`config.mk`:
```
export PLATFORM = sky130hd
export DESIGN_NAME = axi_arbiter_s2m_n
export DESIGN_NICKNAME = d
export VERILOG_FILES = /design/src/rtl/axi_arbiter_s2m_n.sv
export SDC_FILE = /design/constraint.sdc
export NUM_CORES = 1
export LEC_CHECK = 0
export ABC_AREA = 1
export CAP_MARGIN = 30
export CORE_ASPECT_RATIO = 0.9
export CORE_MARGIN = 2
export CORE_UTILIZATION = 26
export DETAILED_ROUTE_END_ITERATION = 8
export SETUP_SLACK_MARGIN = 0.1
export SLEW_MARGIN = 20
export SYNTH_ARGS = -nofsm -noshare
export SYNTH_HDL_FRONTEND = slang
export SYNTH_SLANG_ARGS = --single-unit
```
`constraint.sdc`:
```
create_clock -name AXI_CLK -period 4.99 [get_ports AXI_CLK]
set_input_delay 0.998 -clock AXI_CLK [delete_from_list [all_inputs] [get_ports AXI_CLK]]
set_output_delay 0.998 -clock AXI_CLK [all_outputs]
set_load 0.005 [all_outputs]
```
`src/rtl/axi_arbiter_s2m_n.sv`:
```
// Slave-to-master R/B response arbiter (round-robin or fixed priority, grant held to handshake).
// Optional macro AXI_ARB_S2M_RLAST_LOCK_EN locks the R grant for a whole burst, until RLAST.

module axi_arb_s2m_chan #(
   parameter int NUM_S   = 4,
   parameter int PTR_W   = $clog2(NUM_S),
   parameter bit LOCK_EN = 1'b0
) (
   input  logic             i_clk,
   input  logic             i_rst,
   input  logic             i_arb_fixed,
   input  logic [NUM_S-1:0] i_select,
   input  logic [NUM_S-1:0] i_valid,
   input  logic [NUM_S-1:0] i_ready,
   input  logic [NUM_S-1:0] i_last,
   output logic [NUM_S-1:0] o_grant,
   output logic             o_busy
);

   typedef enum logic {
      ST_IDLE = 1'b0,
      ST_HOLD = 1'b1
   } state_t;

   state_t           r_state;
   state_t           w_state_nxt;
   logic [NUM_S-1:0] r_grant;
   logic [NUM_S-1:0] w_grant_nxt;
   logic [PTR_W-1:0] r_ptr;
   logic [PTR_W-1:0] w_ptr_nxt;

   logic [NUM_S-1:0] w_req;
   logic [NUM_S-1:0] w_pick;
   logic [NUM_S-1:0] w_grant;
   logic [PTR_W-1:0] w_start;
   logic [PTR_W-1:0] w_cand;
   logic [PTR_W-1:0] w_gidx;
   logic             w_found;
   logic             w_hit;
   logic             w_hs;
   logic             w_last;
   logic             w_done;

   // Request pick: scan from the RR pointer (or from 0 in fixed mode) with wrap, first hit wins.
   always_comb begin
      w_req   = i_select & i_valid;
      w_pick  = '0;
      w_found = 1'b0;
      w_hit   = 1'b0;
      w_cand  = '0;
      w_start = i_arb_fixed ? '0 : r_ptr;
      for (int k = 0; k < NUM_S; k++) begin
         w_cand         = PTR_W'((int'(w_start) + k) % NUM_S);
         w_hit          = ~w_found & w_req[w_cand];
         w_pick[w_cand] = w_pick[w_cand] | w_hit;
         w_found        = w_found | w_hit;
      end
   end

   // Effective grant, handshake detection and its index.
   always_comb begin
      w_grant = (r_state == ST_HOLD) ? r_grant : w_pick;
      w_hs    = |(w_grant & i_valid & i_ready);
      w_last  = LOCK_EN ? |(w_grant & i_last) : 1'b1;
      w_done  = w_hs & w_last;
      w_gidx  = '0;
      for (int i = 0; i < NUM_S; i++) begin
         w_gidx = w_gidx | (w_grant[i] ? PTR_W'(i) : '0);
      end
   end

   // Next-state logic; a non-final locked beat keeps (or enters) HOLD on the same slave.
   always_comb begin
      w_state_nxt = r_state;
      w_grant_nxt = r_grant;
      w_ptr_nxt   = r_ptr;
      case (r_state)
         ST_IDLE: begin
            if ((|w_grant) && !w_done) begin
               w_state_nxt = ST_HOLD;
               w_grant_nxt = w_grant;
            end else begin
               w_state_nxt = ST_IDLE;
            end
         end
         ST_HOLD: begin
            if (w_done) begin
               w_state_nxt = ST_IDLE;
            end else begin
               w_state_nxt = ST_HOLD;
            end
         end
         default: begin
            w_state_nxt = ST_IDLE;
         end
      endcase
      if (w_done && !i_arb_fixed) begin
         w_ptr_nxt = PTR_W'((int'(w_gidx) + 1) % NUM_S);
      end else begin
         w_ptr_nxt = r_ptr;
      end
   end

   // State, held grant and round-robin pointer registers.
   always_ff @(posedge i_clk) begin
      if (i_rst) begin
         r_state <= ST_IDLE;
         r_grant <= '0;
         r_ptr   <= '0;
      end else begin
         r_state <= w_state_nxt;
         r_grant <= w_grant_nxt;
         r_ptr   <= w_ptr_nxt;
      end
   end

   // Grant is zero-latency in IDLE, so it cannot be registered; reset masks it.
   assign o_grant = i_rst ? '0 : w_grant;
   assign o_busy  = ~i_rst & (r_state == ST_HOLD);

endmodule

module axi_arbiter_s2m_n #(
   parameter int NUM_S = 4,
   parameter int PTR_W = $clog2(NUM_S)
) (
   input  logic             AXI_CLK,
   input  logic             AXI_RST,
   input  logic             arbiter_type,
   input  logic [NUM_S-1:0] BSELECT,
   input  logic [NUM_S-1:0] BVALID,
   input  logic [NUM_S-1:0] BREADY,
   output logic [NUM_S-1:0] BGRANT,
   input  logic [NUM_S-1:0] RSELECT,
   input  logic [NUM_S-1:0] RVALID,
   input  logic [NUM_S-1:0] RREADY,
   input  logic [NUM_S-1:0] RLAST,
   output logic [NUM_S-1:0] RGRANT,
   output logic             r_busy,
   output logic             b_busy
);

`ifdef AXI_ARB_S2M_RLAST_LOCK_EN
   localparam bit R_LOCK_EN = 1'b1;
`else
   localparam bit R_LOCK_EN = 1'b0;
`endif

   logic [NUM_S-1:0] w_b_last;

   assign w_b_last = '0;

   axi_arb_s2m_chan #(
      .NUM_S   (NUM_S),
      .PTR_W   (PTR_W),
      .LOCK_EN (R_LOCK_EN)
   ) u_r_chan (
      .i_clk       (AXI_CLK),
      .i_rst       (AXI_RST),
      .i_arb_fixed (arbiter_type),
      .i_select    (RSELECT),
      .i_valid     (RVALID),
      .i_ready     (RREADY),
      .i_last      (RLAST),
      .o_grant     (RGRANT),
      .o_busy      (r_busy)
   );

   axi_arb_s2m_chan #(
      .NUM_S   (NUM_S),
      .PTR_W   (PTR_W),
      .LOCK_EN (1'b0)
   ) u_b_chan (
      .i_clk       (AXI_CLK),
      .i_rst       (AXI_RST),
      .i_arb_fixed (arbiter_type),
      .i_select    (BSELECT),
      .i_valid     (BVALID),
      .i_ready     (BREADY),
      .i_last      (w_b_last),
      .o_grant     (BGRANT),
      .o_busy      (b_busy)
   );

endmodule
```
# --- After elaboration in Yosys (flattened, before gate mapping) ---
# Index checks and enable logic that the tools add are counted.
classes:
  magnitude_cmp: 16
  addsub: 8
  n_mux: 72
  n_reduce_logical: 21
  bitwise: 41
ops:
  columns: ["cell", "count"]
  rows:
  - ["bitwise AND 4 bit", 8]
  - ["binary-select mux 1 bit (select 2 bit)", 16]
  - ["two-way mux 1 bit", 30]
  - ["bitwise mux 4 bit", 6]
  - ["less-than comparator 2 x 3 -> 1 bit, second input constant", 8]
  - ["demux 1 bit (select 2 bit)", 8]
  - ["greater-or-equal comparator 2 x 1 -> 1 bit, second input constant", 8]
  - ["two-way mux 4 bit", 4]
  - ["OR reduction 4 bit", 4]
  - ["logical AND 1 bit", 12]
  - ["two-way mux 2 bit", 6]
  - ["OR 1 bit", 12]
  - ["inverter 1 bit", 9]
  - ["adder 2 x 1 -> 2 bit, second input constant", 4]
  - ["adder 2 bit, second input constant", 4]
  - ["bitwise AND 1 bit", 8]
  - ["OR 2 bit", 4]
  - ["case mux 1 bit (2 select lines)", 2]
  - ["AND reduction 2 bit", 2]
  - ["zero test 1 bit", 3]
word_totals:
  wordCells: 164
  regBits: 14
  inputBits: 31
  out_inout_bits: 10

# --- Logic depth before layout (Yosys ltp) ---
# Gate-level depths: netlist of run 1.
depth:
  ltp_word: 26
  ltp_mapped: 21
  depth_no_buf: 20

# --- By module ---
# Synthesis of run 1 repeated with hierarchy kept, for this count alone.
unflattened:
  hier_cells: 328
  hier_area_um2: 1909.3
modules_own_cells:
  columns: ["module", "area_each_um2", "cells_each", "n_inst"]
  rows:
  - ["axi_arb_s2m_chan (u_r_chan)", 978.4, 165, 1]
  - ["axi_arb_s2m_chan (u_b_chan)", 927.1, 162, 1]
  - ["axi_arbiter_s2m_n", 3.8, 1, 1]

# --- Least setup slack after synthesis of run 1 ---
# OpenSTA, ideal clock, no wires.
synth_timing:
  path_kind: "input-to-output"
  start: "in arbiter_type"
  end: "out BGRANT[3]"
  cell_stages: 12
  path_slack_ps: 1908
  arrival_time_ps: 2084
  required_time_ps: 3992
  cell_sequence: "inv_2 > buf_6 > nand2_8 > nand2_1 > nand3_2 > nand2_4 > nand2_2 > inv_2 > nand2_1 > a21oi_2 > nand2_2 > a21oi_1"
synth_between:
  elab_chain_cells: 20
  word_cells_on_any_way: 58
synth_lines:
  columns: ["element", "line_no", "rtl"]
  rows:
  - ["start: declaration", "129", "input logic arbiter_type,"]
  - ["two-way mux 2 bit *", "51", "w_start = i_arb_fixed ? '0 : r_ptr;"]
  - ["less-than comparator 2 x 3 -> 1 bit (not written as such) / greater-or-equal comparator 2 x 1 -> 1 bit (equally long branches)", "55", "w_pick[w_cand] = w_pick[w_cand] | w_hit;"]
  - ["logical AND 1 bit (not written as such)", "55", null]
  - ["two-way mux 1 bit (not written as such)", "55", null]
  - ["demux 1 bit (select 2 bit)", null, null]
  - ["bitwise AND 4 bit (no line)", null, null]
  - ["binary-select mux 1 bit (select 2 bit)", "55", null]
  - ["two-way mux 1 bit (not written as such)", "55", null]
  - ["[... 4 more ...]", null, null]
  - ["OR 1 bit", "55", null]
  - ["bitwise mux 4 bit", "55", null]
  - ["binary-select mux 1 bit (select 2 bit)", "55", null]
  - ["two-way mux 1 bit (not written as such)", "55", null]
  - ["OR 1 bit", "55", null]
  - ["bitwise mux 4 bit *", "55", null]
  - ["two-way mux 4 bit *", "62", "w_grant = (r_state == ST_HOLD) ? r_grant : w_pick;"]
  - ["two-way mux 4 bit *", "118", "assign o_grant = i_rst ? '0 : w_grant;"]
  - ["end: declaration", "133", "output logic [NUM_S-1:0] BGRANT,"]
# Every way passes the cells marked *; elsewhere a longest branch is shown, timed or not. The select of a mux whose other input is x is not followed.

# --- Worst setup path in the final report of run 1 ---
layout_timing:
  start: "in arbiter_type"
  end: "out RGRANT[0]"
layout_between:
  elab_chain_cells: 20
  word_cells_on_any_way: 58
layout_lines:
  columns: ["element", "line_no", "rtl"]
  rows:
  - ["two-way mux 2 bit *", "51", null]
  - ["less-than comparator 2 x 3 -> 1 bit (not written as such) / greater-or-equal comparator 2 x 1 -> 1 bit (equally long branches)", "55", null]
  - ["logical AND 1 bit (not written as such)", "55", null]
  - ["two-way mux 1 bit (not written as such)", "55", null]
  - ["demux 1 bit (select 2 bit)", null, null]
  - ["bitwise AND 4 bit (no line)", null, null]
  - ["binary-select mux 1 bit (select 2 bit)", "55", null]
  - ["two-way mux 1 bit (not written as such)", "55", null]
  - ["[... 4 more ...]", null, null]
  - ["OR 1 bit", "55", null]
  - ["bitwise mux 4 bit", "55", null]
  - ["binary-select mux 1 bit (select 2 bit)", "55", null]
  - ["two-way mux 1 bit (not written as such)", "55", null]
  - ["OR 1 bit", "55", null]
  - ["bitwise mux 4 bit *", "55", null]
  - ["two-way mux 4 bit *", "62", null]
  - ["two-way mux 4 bit *", "118", null]
  - ["end: declaration", "138", "output logic [NUM_S-1:0] RGRANT,"]
# Marked as above.

==> reports/qor.csv, run 1 <==
stage,metric,value,unit
critical_path,path_buf_inv,3,
critical_path,r2r_cells,18,
critical_path,cpMaxStageDelayCell,clkdlybuf4s50_1,
critical_path,path_depth,13,
timing,fmax,223,MHz
power,vdd_ir_drop_max,0.206,mV
clock_tree,clock-sinks,14,
floorplanning,initial_utilization,26.8,%
floorplanning,dieArea,0.00746,mm²
critical_path,r2r-start,u_b_chan.r_ptr[0],
yosys,synthDistinctLibCells,24,
power,power.clock.fraction,10.9,%
cells_and_area,fin_util,34.5,%
critical_path,ff2ff_setup_slack,2.64,ns
yosys,yosys-top-cells-area,"nand2_1, dfxtp_1, nand3_1",
critical_path,worstSetupPathType,in -> out,
route,vias_per_cell,4.39,
critical_path,crit_start,arbiter_type,
critical_path,worst_setup_path_end_kind,output pin,
critical_path,slowest_delay,0.54,ns
critical_path,worst-path-max-fanout,10,
clock_tree,cts_tree,yes,
grt,grt_usage,12.3,%
job,maxCapViolCount,0,
yosys,yosys_warnings,0,
clock_tree,postCtsHoldBufs,0,
timing,hold_slack,0.480,ns
cells_and_area,area_delta_synth_final,28.8,%
floorplanning,ioPinCount,41,
run_status,status,finished clean,
timing,rsz0062_at_grt,no,
yosys,synth_nets,366,
route,wl_per_cell,9.64,µm
hold_path,min_path_type,reg -> reg,
floorplanning,core,0.00659,mm²
placed_design,io_buffers,36,
route,route.vias.total,2027,
power,leakagePower,1.25,nW
clock_tree,htreeDepth,1,
power,combPwrFrac,71.1,%
cells_and_area,nNetsFinal,404,
grt,overflow,0,
grt,grt_start_max_net_pins,14,
critical_path,cp.arrival,3.48,ns
timing,period_minus_slack,4.48,ns
route,drt-initial-drc-count,88,
timing,final_max_slew_viol_count,0,
yosys,synth_area,0.00176,mm²
clock_tree,clk-insertion-delay-late,0.25,ns
critical_path,path_common_cell,nand2_1,
critical_path,crit_family,buffers and inverters,
critical_path,required,3.99,ns
power,switchingPower,0.000540,W
route,detail-route-antenna-nets,0,
power,p_int,0.000504,W
placed_design,gp_congestion,0.878,
yosys,ys_seq_area_share,15.9,%
yosys,yosysTopAreaCellShare,30.2,%
critical_path,crit_chain,clkdlybuf4s50_1 -> inv_2 -> nand2_2 -> nand2_1 -> nand3_1 -> nand2_2 -> nand3_2 -> nand2_1 -> nand3_1 -> nand2_1 -> nand2_1 -> nor2_1 -> clkdlybuf4s50_1,
power,power_switching_share,51.7,%
power,power_frac_seq,18.0,%
route,wirelength,4.45,mm
grt,antenna_found_initial,0,
route,drc,0,
power,pwr_density_cell,459,mW/mm²
timing,worst_slew_pin_slew,0.439,ns
clock_tree,clk_pin_slew,0.06,ns
clock_tree,root_buffer,clkbuf_8,
critical_path,startpoint_type,primary input,
timing,finalCritPeriodShare,89.8,%
critical_path,crit-reg2reg-capture,u_b_chan.r_grant[0],
cells_and_area,drive_gt1_share,15.1,%
yosys,ys_seq_elements,14,
cells_and_area,mostFrequentLayoutCells,"nand2_1, inv_1, clkdlybuf4s50_1, nand3_1, nor2_1",
timing,worst_slew_margin_rel,70.7,%
floorplanning,dieWidth,90.8,µm
floorplanning,die_h,82.1,µm
clock_tree,cts_buffer_depth,2,
clock_tree,cts_resized,0,
grt,grt_pass1_wl,7.85,mm
timing,tns,0,ns
timing,hold_violations,0,
cells_and_area,num_antenna_cells,0,
clock_tree,post_cts_buffers,0,
route,drt_pass1_iterations,4,
cells_and_area,nFillCells,780,
placed_design,dp_hpwl,3.71,mm
timing,fin_skew,0.000869,ns
yosys,synth_cells,335,
yosys,synth_area_per_cell,5.26,µm²
critical_path,endpoint,RGRANT[0],
clock_tree,numCtsBuffers,3,
timing,setup_viol,0,
cells_and_area,layout_commonest_cell,nand2_1,
yosys,yosys.area.top_type,nand2_1,
floorplanning,fp-row-count,28,
grt,grt_pass1_vias,1890,
==> how the worst min path moves through the flow <==
stage / from / end / slack [ns] / cells past startpoint
2_1_floorplan: u_b_chan.r_grant[1] / u_b_chan.r_grant[1] / 0.44 / 2
3_3_place_gp: u_r_chan.r_grant[2] / u_r_chan.r_grant[2] / 0.45 / 2
3_5_place_dp: u_r_chan.r_grant[2] / u_r_chan.r_grant[2] / 0.47 / 2
4_1_cts: u_r_chan.r_grant[2] / u_r_chan.r_grant[2] / 0.48 / 2
5_1_grt: u_b_chan.r_grant[1] / u_b_chan.r_grant[1] / 0.53 / 2
6_report: u_r_chan.r_grant[2] / u_r_chan.r_grant[2] / 0.48 / 2
==> cell families (layout without fill, tap and decap cells) <==
family | after synthesis | after routing | share of synthesized area, %
AO/OA/AOI/OAI | 12 | 12 | 3.76
XOR/XNOR | 1 | 1 | 0.497
flip-flops | 14 | 14 | 15.9
AND/OR/NAND/NOR | 261 | 261 | 69.1
buffers and inverters | 47 | 84 | 10.7
==> area by class of cell <==
type	count	area (µm²)	area share [%]
Clock buffer	4	55.1	2.42
Inverter	43	161	7.11
Sequential cell	14	280	12.3
Multi-Input combinational cell	274	1290	57.0
Tap cell	90	113	4.96
Timing Repair Buffer	37	368	16.2
==> synthesized netlist by cell type (all sizes together) <==
cell type,n
a211oi,1
a21oi,6
buf,3
clkbuf,1
dfxtp,14
inv,43
nand2,169
nand3,40
nand3b,4
nand4,2
nor2,43
o21ai,5
or2,3
xnor2,1
==> worst register-to-register path: stages, from the launching register on <==
cell,delay (ns)
dfxtp_1,0.55
inv_2,0.07
nor2_2,0.29
nand2_1,0.09
nand3_1,0.10
nand2_2,0.09
nor2_4,0.15
nand3_1,0.09
nand2_1,0.06
inv_1,0.04
nand2_1,0.08
nand2_1,0.10
nand2_2,0.08
nor2_2,0.05
nor2_2,0.13
nand2_2,0.11
nand2_1,0.08
nand2_1,0.05
nor2_1,0.08
==> sequential cells by signal, summed over array words and instances, names as in the netlist <==
name	count
u_b_chan.r_grant	4
u_r_chan.r_grant	4
u_b_chan.r_ptr	2
u_r_chan.r_ptr	2
u_b_chan.r_state	1
u_r_chan.r_state	1
==> per-layer routing <==
metal	routed length (µm)	part of all wire (%)	GRT usage, %	vias to the layer above
met5	0	0	0	-
met4	34	0.76	3.48	0
met3	108	2.4	1.45	4
met2	1970	44	20.7	31
met1	2340	53	17.0	889
li1	-	-	-	1103
==> power by group through the flow <==
stage | Combinational [W] | Clock (W) | Sequential [W]
6_report | 0.000741 | 0.000114 | 0.000188
3_3_place_gp | 0.000733 | 0 | 0.000188
3_5_place_dp | 0.000740 | 0 | 0.000190
5_1_grt | 0.000853 | 0.000122 | 0.000192
4_1_cts | 0.000745 | 0.000115 | 0.000188
2_1_floorplan | 0.000574 | 0 | 0.000177
==> through the flow <==
step	power, W	std cells	setup WS [ns]	instance area [µm²]
5_1_grt	0.00117	462	0.255	2270
6_report	0.00104	462	0.508	2270
3_3_place_gp	0.000921	458	0.504	2220
4_1_cts	0.00105	462	0.492	2270
3_5_place_dp	0.000930	458	0.504	2220
2_1_floorplan	0.000751	335	1.91	1760
Power figures use the tool's default switching activity.
==> run 2: changes to the inputs <==
Settings changed: CORE_ASPECT_RATIO 0.9 to 0.5.
==> reports/qor.csv, run 2 (synthesized netlist as in run 1, its figures left out) <==
stage,metric,value,unit,change
clock_tree,cts_resized,0,,unchanged
critical_path,ff2ff_setup_slack,2.59,ns,-0.05 ns
placed_design,dp_hpwl,3.60,mm,-2.9%
critical_path,required,3.99,ns,about the same
floorplanning,ioPinCount,41,,unchanged
clock_tree,clock-sinks,14,,unchanged
clock_tree,postCtsHoldBufs,0,,unchanged
timing,hold_slack,0.475,ns,-0.00511 ns
cells_and_area,mostFrequentLayoutCells,"nand2_1, inv_1, clkdlybuf4s50_1, nand3_1, nor2_1",,
floorplanning,core,0.00662,mm²,+0.53%
floorplanning,dieWidth,120,µm,+33%
clock_tree,root_buffer,clkbuf_16,,
critical_path,cp.arrival,3.49,ns,about the same
critical_path,slowest_delay,0.55,ns,about the same
critical_path,crit_chain,clkdlybuf4s50_1 -> inv_2 -> buf_4 -> nand2_8 -> nand2_1 -> nand3_2 -> nand2_4 -> nand2_2 -> inv_2 -> nand3_1 -> nand2_1 -> inv_1 -> nand2_1 -> nand2_1 -> nor2_1 -> clkdlybuf4s50_1,,
floorplanning,fp-row-count,21,,-25%
power,vdd_ir_drop_max,0.161,mV,-22%
timing,fmax,223,MHz,-0.22%
grt,grt_start_max_net_pins,14,,unchanged
clock_tree,numCtsBuffers,3,,unchanged
critical_path,r2r_cells,17,,-1
clock_tree,clk_pin_slew,0.05,ns,about the same
timing,final_max_slew_viol_count,0,,unchanged
floorplanning,die_h,62.2,µm,-24%
cells_and_area,layout_commonest_cell,nand2_1,,
clock_tree,post_cts_buffers,0,,unchanged
clock_tree,htreeDepth,1,,unchanged
route,wirelength,4.37,mm,-1.9%
critical_path,path_common_cell,nand2_1,,
critical_path,worst_setup_path_end_kind,output pin,,
run_status,status,finished clean,,
critical_path,path_depth,16,,+3
clock_tree,clk-insertion-delay-late,0.24,ns,about the same
cells_and_area,nNetsFinal,404,,unchanged
clock_tree,cts_tree,yes,,
floorplanning,initial_utilization,26.6,%,-0.14 points
route,drc,0,,unchanged
timing,worst_slew_margin_rel,71.3,%,+0.61 points
timing,hold_violations,0,,unchanged
floorplanning,dieArea,0.00750,mm²,+0.52%
critical_path,crit-reg2reg-capture,u_b_chan.r_grant[2],,
timing,worst_slew_pin_slew,0.431,ns,-0.00827 ns
hold_path,worstHoldStart,u_r_chan.r_grant[1],,
placed_design,gp_congestion,0.848,,-3.4%
critical_path,crit_start,arbiter_type,,
power,leakagePower,1.26,nW,+0.66%
route,drt-initial-drc-count,117,,+33%
critical_path,endpoint,BGRANT[0],,
cells_and_area,multi_input_area,0.00129,mm²,unchanged
critical_path,path_buf_inv,6,,+3
cells_and_area,ff_latch_area,280,µm²,unchanged
route,drt_pass1_iterations,4,,unchanged
timing,tns,0,ns,unchanged
timing,setup_ws,0.498,ns,-0.0101 ns
placed_design,place_ws,0.479,ns,-0.0247 ns
cells_and_area,drive_gt1_share,14.8,%,-0.23 points
critical_path,r2r-start,u_b_chan.r_ptr[0],,
cells_and_area,num_antenna_cells,0,,unchanged
placed_design,place_inst,460,,+0.44%
critical_path,worstSetupPathType,in -> out,,
timing,setup_viol,0,,unchanged
critical_path,worst-path-max-fanout,10,,unchanged
cells_and_area,reg.largest.list,"u_b_chan.r_grant x4, u_r_chan.r_grant x4",,
cells_and_area,area_delta_synth_final,30.1,%,
grt,antenna_found_initial,0,,unchanged
placed_design,io_buffers,36,,unchanged
timing,period_minus_slack,4.49,ns,+0.0101 ns
job,maxCapViolCount,0,,unchanged
critical_path,crit_family,buffers and inverters,,
cells_and_area,nFillCells,731,,-6.3%
grt,overflow,0,,unchanged
power,pwr_density_cell,467,mW/mm²,+1.7%
route,wl_per_cell,9.44,µm,-2.1%
route,detail-route-antenna-nets,0,,unchanged
route,route.vias.total,1963,,-3.2%
hold_path,min_path_type,reg -> reg,,
grt,grt_pass1_wl,7.80,mm,-0.62%
clock_tree,cts_buffer_depth,2,,unchanged
grt,grt_usage,12.3,%,about the same
critical_path,startpoint_type,primary input,,
grt,grt_pass1_vias,1864,,-1.4%
timing,finalCritPeriodShare,90.0,%,+0.20 points
critical_path,cpMaxStageDelayCell,clkdlybuf4s50_1,,
cells_and_area,fin_cells,463,,+0.22%
timing,fin_skew,0.000960,ns,+0.0000913 ns
route,vias_per_cell,4.24,,-3.4%
timing,rsz0062_at_grt,no,,
-- run 2: changes by cell type in the layout (fill, tap and decap cells not counted), sizes merged --
cell	previous run	this run
clkbuf	4	3
-- run 2: final cells by class --
type / count / share of cell area [%]
clock buffer: 3 / 3.27
inverter: 43 / 7.04
multi-input combinational: 274 / 56.4
sequential: 14 / 12.2
tap: 92 / 5.02
timing repair buffer: 37 / 16.0
-- run 2: worst min-delay path by stage --
stage,slack (ns),cells after the start,to
final,0.47,2,u_r_chan.r_grant[1]
after global routing,0.51,2,u_r_chan.r_grant[2]
after CTS,0.48,2,u_r_chan.r_grant[1]
after detailed placement,0.47,2,u_r_chan.r_grant[1]
after global placement,0.47,2,u_b_chan.r_grant[1]
after floorplan,0.44,2,u_b_chan.r_grant[1]
-- run 2: power breakdown --
part           internal (W)  switching (W)  total [W]
Combinational      0.000281       0.000451   0.000733
Clock              0.000105      0.0000459   0.000151
Sequential         0.000153      0.0000355   0.000188
-- run 2: worst reg2reg max path: cells and delay by family, from the launching register on --
| family | cells | cell delay, ns |
|---|---|---|
| flops | 1 | 0.55 |
| simple gates | 16 | 1.69 |
| buf+inv | 1 | 0.08 |
-- run 2: stage by stage --
step                utilization [%]  power [W]  area (µm²)
floorplan                         -   0.000751        1760
global placement               33.5   0.000924        2220
CTS                            34.6    0.00108        2290
detailed placement             33.5   0.000924        2220
global route                   34.6    0.00120        2290
finish                         34.6    0.00107        2290
-- run 2: per-layer routing --
metal,vias up,part of all wire [%],GRT usage (%)
met5,-,0,0
met4,0,0.30,1.45
met3,2,3.7,2.57
met2,34,44,21.2
met1,829,52,16.4
li1,1098,-,-
